**src/rtl/fetch_pkg.sv**
```systemverilog
// Shared types and opcode constants for the fetch sequencer.
package fetch_pkg;

   localparam int unsigned OPC_W = 4;

   localparam logic [OPC_W-1:0] OPC_HLT = 4'h0;
   localparam logic [OPC_W-1:0] OPC_JMP = 4'hC;
   localparam logic [OPC_W-1:0] OPC_BRZ = 4'hD;

   typedef enum logic [2:0] {
      StIdle,
      StFetch,
      StDecode,
      StIssue,
      StHalt
   } state_e;

endpackage

```
**src/rtl/fetch_decode.sv**
```systemverilog
// Control-flow pre-decode of the IR opcode field.
// BRZ recognition exists only when FETCH_BRZ_EN is defined.
module fetch_decode
   import fetch_pkg::*;
(
   input  logic [OPC_W-1:0] opcode,
   output logic             is_jmp,
   output logic             is_hlt,
   output logic             is_brz
);

   assign is_jmp = (opcode == OPC_JMP);
   assign is_hlt = (opcode == OPC_HLT);

`ifdef FETCH_BRZ_EN
   assign is_brz = (opcode == OPC_BRZ);
`else
   // Without the branch feature 4'hD decodes as an ordinary instruction.
   assign is_brz = 1'b0;
`endif

endmodule

```
**src/rtl/fetch_ctrl.sv**
```systemverilog
// Fetch sequencer: reads instructions over req/ack, steers the pc, issues to execute.
// Optional FETCH_BRZ_EN adds the zero_flag input and the BRZ conditional branch.
module fetch_ctrl
   import fetch_pkg::*;
#(
   parameter int unsigned ADDR_W  = 8,
   parameter int unsigned INSTR_W = 16,
   parameter int unsigned CNT_W   = 16
) (
   input  logic               clk,
   input  logic               reset,
   input  logic [ADDR_W-1:0]  pc_addr,
   output logic               pc_inc,
   output logic               pc_load,
   output logic [ADDR_W-1:0]  pc_load_data,
   output logic               mem_req,
   output logic [ADDR_W-1:0]  mem_addr,
   input  logic               mem_ack,
   input  logic [INSTR_W-1:0] mem_rdata,
   output logic [INSTR_W-1:0] ir,
   output logic               ir_valid,
   input  logic               ex_ready,
   output logic               halted,
`ifdef FETCH_BRZ_EN
   input  logic               zero_flag,
`endif
   output logic [CNT_W-1:0]   instr_count
);

   state_e             state_q, state_d;
   logic [ADDR_W-1:0]  mem_addr_q, mem_addr_d;
   logic [INSTR_W-1:0] ir_q, ir_d;
   logic [CNT_W-1:0]   cnt_q, cnt_d;

   logic [ADDR_W-1:0]  target;
   logic               is_jmp, is_hlt, is_brz;
   logic               brz_taken;

   assign target = ir_q[ADDR_W-1:0];

   fetch_decode u_decode (
      .opcode (ir_q[INSTR_W-1 -: OPC_W]),
      .is_jmp (is_jmp),
      .is_hlt (is_hlt),
      .is_brz (is_brz)
   );

`ifdef FETCH_BRZ_EN
   assign brz_taken = is_brz & zero_flag;
`else
   assign brz_taken = 1'b0;
`endif

   // mem_addr is captured on the edge that enters FETCH. On DECODE->FETCH the pc is
   // updating on that same edge, so the value it is about to hold is captured instead.
   always_comb begin
      state_d    = state_q;
      mem_addr_d = mem_addr_q;
      ir_d       = ir_q;
      cnt_d      = cnt_q;
      pc_inc     = 1'b0;
      pc_load    = 1'b0;
      mem_req    = 1'b0;
      ir_valid   = 1'b0;
      halted     = 1'b0;
      unique case (state_q)
         StIdle: begin
            state_d    = StFetch;
            mem_addr_d = pc_addr;
         end
         StFetch: begin
            mem_req = 1'b1;
            if (mem_ack) begin
               ir_d    = mem_rdata;
               state_d = StDecode;
            end
         end
         StDecode: begin
            if (is_jmp || brz_taken) begin
               pc_load    = 1'b1;
               mem_addr_d = target;
               state_d    = StFetch;
            end else if (is_brz) begin
               pc_inc     = 1'b1;
               mem_addr_d = pc_addr + ADDR_W'(1);
               state_d    = StFetch;
            end else if (is_hlt) begin
               state_d = StHalt;
            end else begin
               pc_inc  = 1'b1;
               state_d = StIssue;
            end
         end
         StIssue: begin
            ir_valid = 1'b1;
            if (ex_ready) begin
               cnt_d      = cnt_q + CNT_W'(1);
               mem_addr_d = pc_addr;
               state_d    = StFetch;
            end
         end
         StHalt: begin
            halted = 1'b1;
         end
         default: state_d = StIdle;
      endcase
   end

   always_ff @(posedge clk or negedge reset) begin
      if (!reset) begin
         state_q    <= StIdle;
         mem_addr_q <= '0;
         ir_q       <= '0;
         cnt_q      <= '0;
      end else begin
         state_q    <= state_d;
         mem_addr_q <= mem_addr_d;
         ir_q       <= ir_d;
         cnt_q      <= cnt_d;
      end
   end

   assign pc_load_data = pc_load ? target : '0;
   assign mem_addr     = mem_addr_q;
   assign ir           = ir_q;
   assign instr_count  = cnt_q;

endmodule

```
**config.mk**
```make
export PLATFORM = sky130hd
export DESIGN_NAME = fetch_ctrl
export DESIGN_NICKNAME = d
export VERILOG_FILES = /design/src/rtl/fetch_pkg.sv /design/src/rtl/fetch_decode.sv /design/src/rtl/fetch_ctrl.sv
export SDC_FILE = /design/constraint.sdc
export NUM_CORES = 1
export LEC_CHECK = 0
export BUFFER_PORTS_ARGS = -buffer_cell sky130_fd_sc_hd__buf_2
export CORE_MARGIN = 10
export CORE_UTILIZATION = 25
export CTS_CLUSTER_SIZE = 12
export DETAILED_ROUTE_END_ITERATION = 16
export PLACE_DENSITY = 0.47
export SLEW_MARGIN = 20
export SYNTH_ARGS = -nofsm -noshare
export SYNTH_HDL_FRONTEND = slang
export SYNTH_SLANG_ARGS = --single-unit
```
**constraint.sdc**
```tcl
create_clock -name clk -period 1.3 [get_ports clk]
set_input_delay 0.26 -clock clk [delete_from_list [all_inputs] [get_ports clk]]
set_output_delay 0.26 -clock clk [all_outputs]
set_load 0.02 [all_outputs]
```
==> reports/metrics.yaml <==
fin_crit_sh_pct: 141
status: "complete, but fails checks"
wl_met2_mm: 3.30
finalSetupViolCount: 53
io_pins: 81
dp_hpwl_mm: 4.52
drt-initial-drc-count: 46
layout-drive-gt1-share_pct: 70.7
die_y_um: 110
timing.rr.end: "mem_addr[7]$_DFFE_PN0P_"
hold_violations: 0
cts_tree: "done"
maxSlewHeadroom_pct: 70.7
grt_pass1_wl_mm: 9.69
endpoint: "pc_load_data[4]"
start_kind: "flip-flop"
rr_worst_depth: 9
slew_violations: 0
pwr-share-clk_pct: 13.2
yosysTopAreaCellShare_pct: 53.3
antenna_found_initial: 0
area_growth_pct: 76.3
crit_type: "reg2out"
critical_path_required_ns: 1.04
min_path_type: "in2reg"
startpoint: "ir[12]$_DFFE_PN0P_"
fin_nets: 328
avgSynthCellArea_sq_um: 12.1
drc: 0
numCtsBuffers: 5
yosysTopAreaCell: "dfrtp_1"
met3_length_um: 383
fin_skew_ns: 0.00777
synth_fp_nets: 196
grt_overflow_total: 0
layout_common_cells: "buf_2, buf_6, dfrtp_1, buf_4, mux2_4"
drt-met1-wl_mm: 2.45
num_rows: 32
seqPwrFrac_pct: 28.5
initial_utilization_pct: 25.8
stdcell_area_sq_mm: 0.00356
p_int_w: 0.00495
arrival_ns: 1.58
whs_ns: 0.184
peakVddDrop_v: 0.00106
synth_cell_types: 34
post_drt_via_cell_ratio: 4.27
synthesis.area_sq_mm: 0.00202
fmax_ghz: 0.545
power_frac_comb_pct: 58.3
p_leak_nw: 1.67
htreeDepth: 2
layout_commonest_cell: "buf_2"
grt_usage_pct: 10.3
clkTransAtPathRegs_ns: 0.09
violations: "negative setup slack"
globalplace.congestion: 0.755
worst_slack_ns: -0.536
routed_wl_mm: 6.22
n_antenna_cell: 0
p_total_w: 0.00807
clock_latency_ns: 0.30
cts.sinks: 43
design.die.area_sq_mm: 0.0121
p_per_area_mw_per_mm2: 2270
swShare_pct: 38.6
ys_ff_latch: 43
io_buffers: 80
timing.final.crit_period_ns: 1.84
synth-seq-area-share_pct: 53.3
synth.area.top_cells: "dfrtp_1, mux2_2, xnor2_1"
drtPass1Iterations: 4
p_sw_w: 0.00311
ys_warn_count: 0
maxCapViolations: 0
cts_root_buf: "clkbuf_8"
tightest_slew_ns: 0.437
finish.utilization_pct: 45.5
wire_per_inst_um: 15.5
clockBufferDepth: 2
cp_max_fo: 4
highest_layer: "met4"
rsz0062_at_grt: "true"
via_count: 1718
place_area_sq_mm: 0.00293
core_sq_mm: 0.00781
syn_inst: 167
rr_startpoint: "ir[12]$_DFFE_PN0P_"
cp-end-kind: "output pin"
grt_pass1_vias: 1808
die_w_um: 110
ff2ff_setup_slack_ns: -0.49
grt_max_degree: 44
ant_nets: 0
==> power groups by stage <==
| stage | clock [W] | combinational (W) | sequential, W |
|---|---|---|---|
| finish | 0.00107 | 0.00470 | 0.00230 |
| detailed placement | 0 | 0.00378 | 0.00227 |
| floorplan | 0 | 0.00180 | 0.00283 |
| global placement | 0 | 0.00377 | 0.00226 |
| CTS | 0.00111 | 0.00449 | 0.00228 |
| global route | 0.00116 | 0.00500 | 0.00238 |
==> kinds of logic (layout without fill, tap and decap cells) <==
kind of cell / count (synthesis) / after routing / share of synthesized area [%]
multiplexers: 25 / 25 / 13.5
AND/OR/NAND/NOR: 60 / 60 / 17.1
adder cells (fa/ha/maj): 1 / 1 / 0.620
flip-flops: 43 / 43 / 53.3
XOR/XNOR: 16 / 16 / 6.95
AO/OA/AOI/OAI: 14 / 14 / 5.58
buffers and inverters: 8 / 141 / 2.92
==> through the flow <==
stage,TNS (ns),worst slack [ns],cells
6_report,-17.38,-0.536,402
5_1_grt,-21.38,-0.639,402
2_1_floorplan,-6.48,-0.354,167
4_1_cts,-16.69,-0.574,396
3_5_place_dp,-7.13,-0.228,375
3_3_place_gp,-7.17,-0.207,375
==> registers in the layout, indices dropped and copies added, names as in the netlist <==
name / flops
instr_count: 16
ir: 16
mem_addr: 8
state_q: 3
==> cell usage after synthesis, drive strengths merged <==
| master | n |
|---|---|
| nand4bb | 1 |
| nand4 | 3 |
| and3 | 1 |
| a21oi | 9 |
| nand2b | 1 |
| nor3b | 3 |
| nor2 | 14 |
| ha | 1 |
| nor4 | 1 |
| a211oi | 1 |
| xor2 | 4 |
| and2 | 10 |
| a21o | 1 |
| nor2b | 3 |
| dfrtp | 43 |
| nand4b | 1 |
| xnor2 | 12 |
| a221oi | 2 |
| o31a | 1 |
| nand2 | 8 |
| mux2i | 8 |
| nor3 | 4 |
| clkbuf | 1 |
| mux2 | 17 |
| buf | 7 |
| nand3 | 10 |
==> final cells by class <==
| cell class | instances | area [sq um] |
|---|---|---|
| well taps | 102 | 128 |
| clock inverters | 3 | 43.8 |
| multi-input cells | 116 | 1150 |
| flip-flops and latches | 43 | 1080 |
| fillers | 770 | 4250 |
| clock buffers | 5 | 68.8 |
| repair buffers | 133 | 1080 |
==> critical path: stages, from the launching register on <==
cell and delay (ns):
dfrtp_2 0.41, nand4bb_4 0.24, nor3b_4 0.23, buf_6 0.15, and2_4 0.14, buf_6 0.11
==> repair_timing <==
| action | CTS | global route |
|---|---|---|
| buffers inserted | 13 | 6 |
| cloned | 1 | 0 |
| pin swaps | 15 | 15 |
| endpoints found under the hold margin | 43 | 0 |
| gates resized for setup | 57 | 36 |
| setup endpoints to repair | 55 | 60 |
| hold buffers | 1 | 0 |
==> how the worst min path moves through the flow <==
| stage | startpoint | endpoint | slack, ns | cells after the start |
|---|---|---|---|---|
| after floorplan | reset | instr_count[0]$_DFFE_PN0P_ | -0.04 | 0 |
| after global placement | reset | ir[11]$_DFFE_PN0P_ | 0.26 | 2 |
| after detailed placement | reset | ir[11]$_DFFE_PN0P_ | 0.26 | 2 |
| after CTS | mem_rdata[2] | ir[2]$_DFFE_PN0P_ | 0.17 | 2 |
| after global routing | mem_rdata[3] | ir[3]$_DFFE_PN0P_ | 0.17 | 2 |
| final | mem_rdata[2] | ir[2]$_DFFE_PN0P_ | 0.18 | 2 |
==> per-layer routing <==
layer | track usage, % | vias up
li1 | - | 840
met1 | 11.8 | 838
met2 | 17.7 | 33
met3 | 2.98 | 7
met4 | 3.90 | 0
met5 | 0 | -
Note: power is estimated with default switching activity, not from simulation.
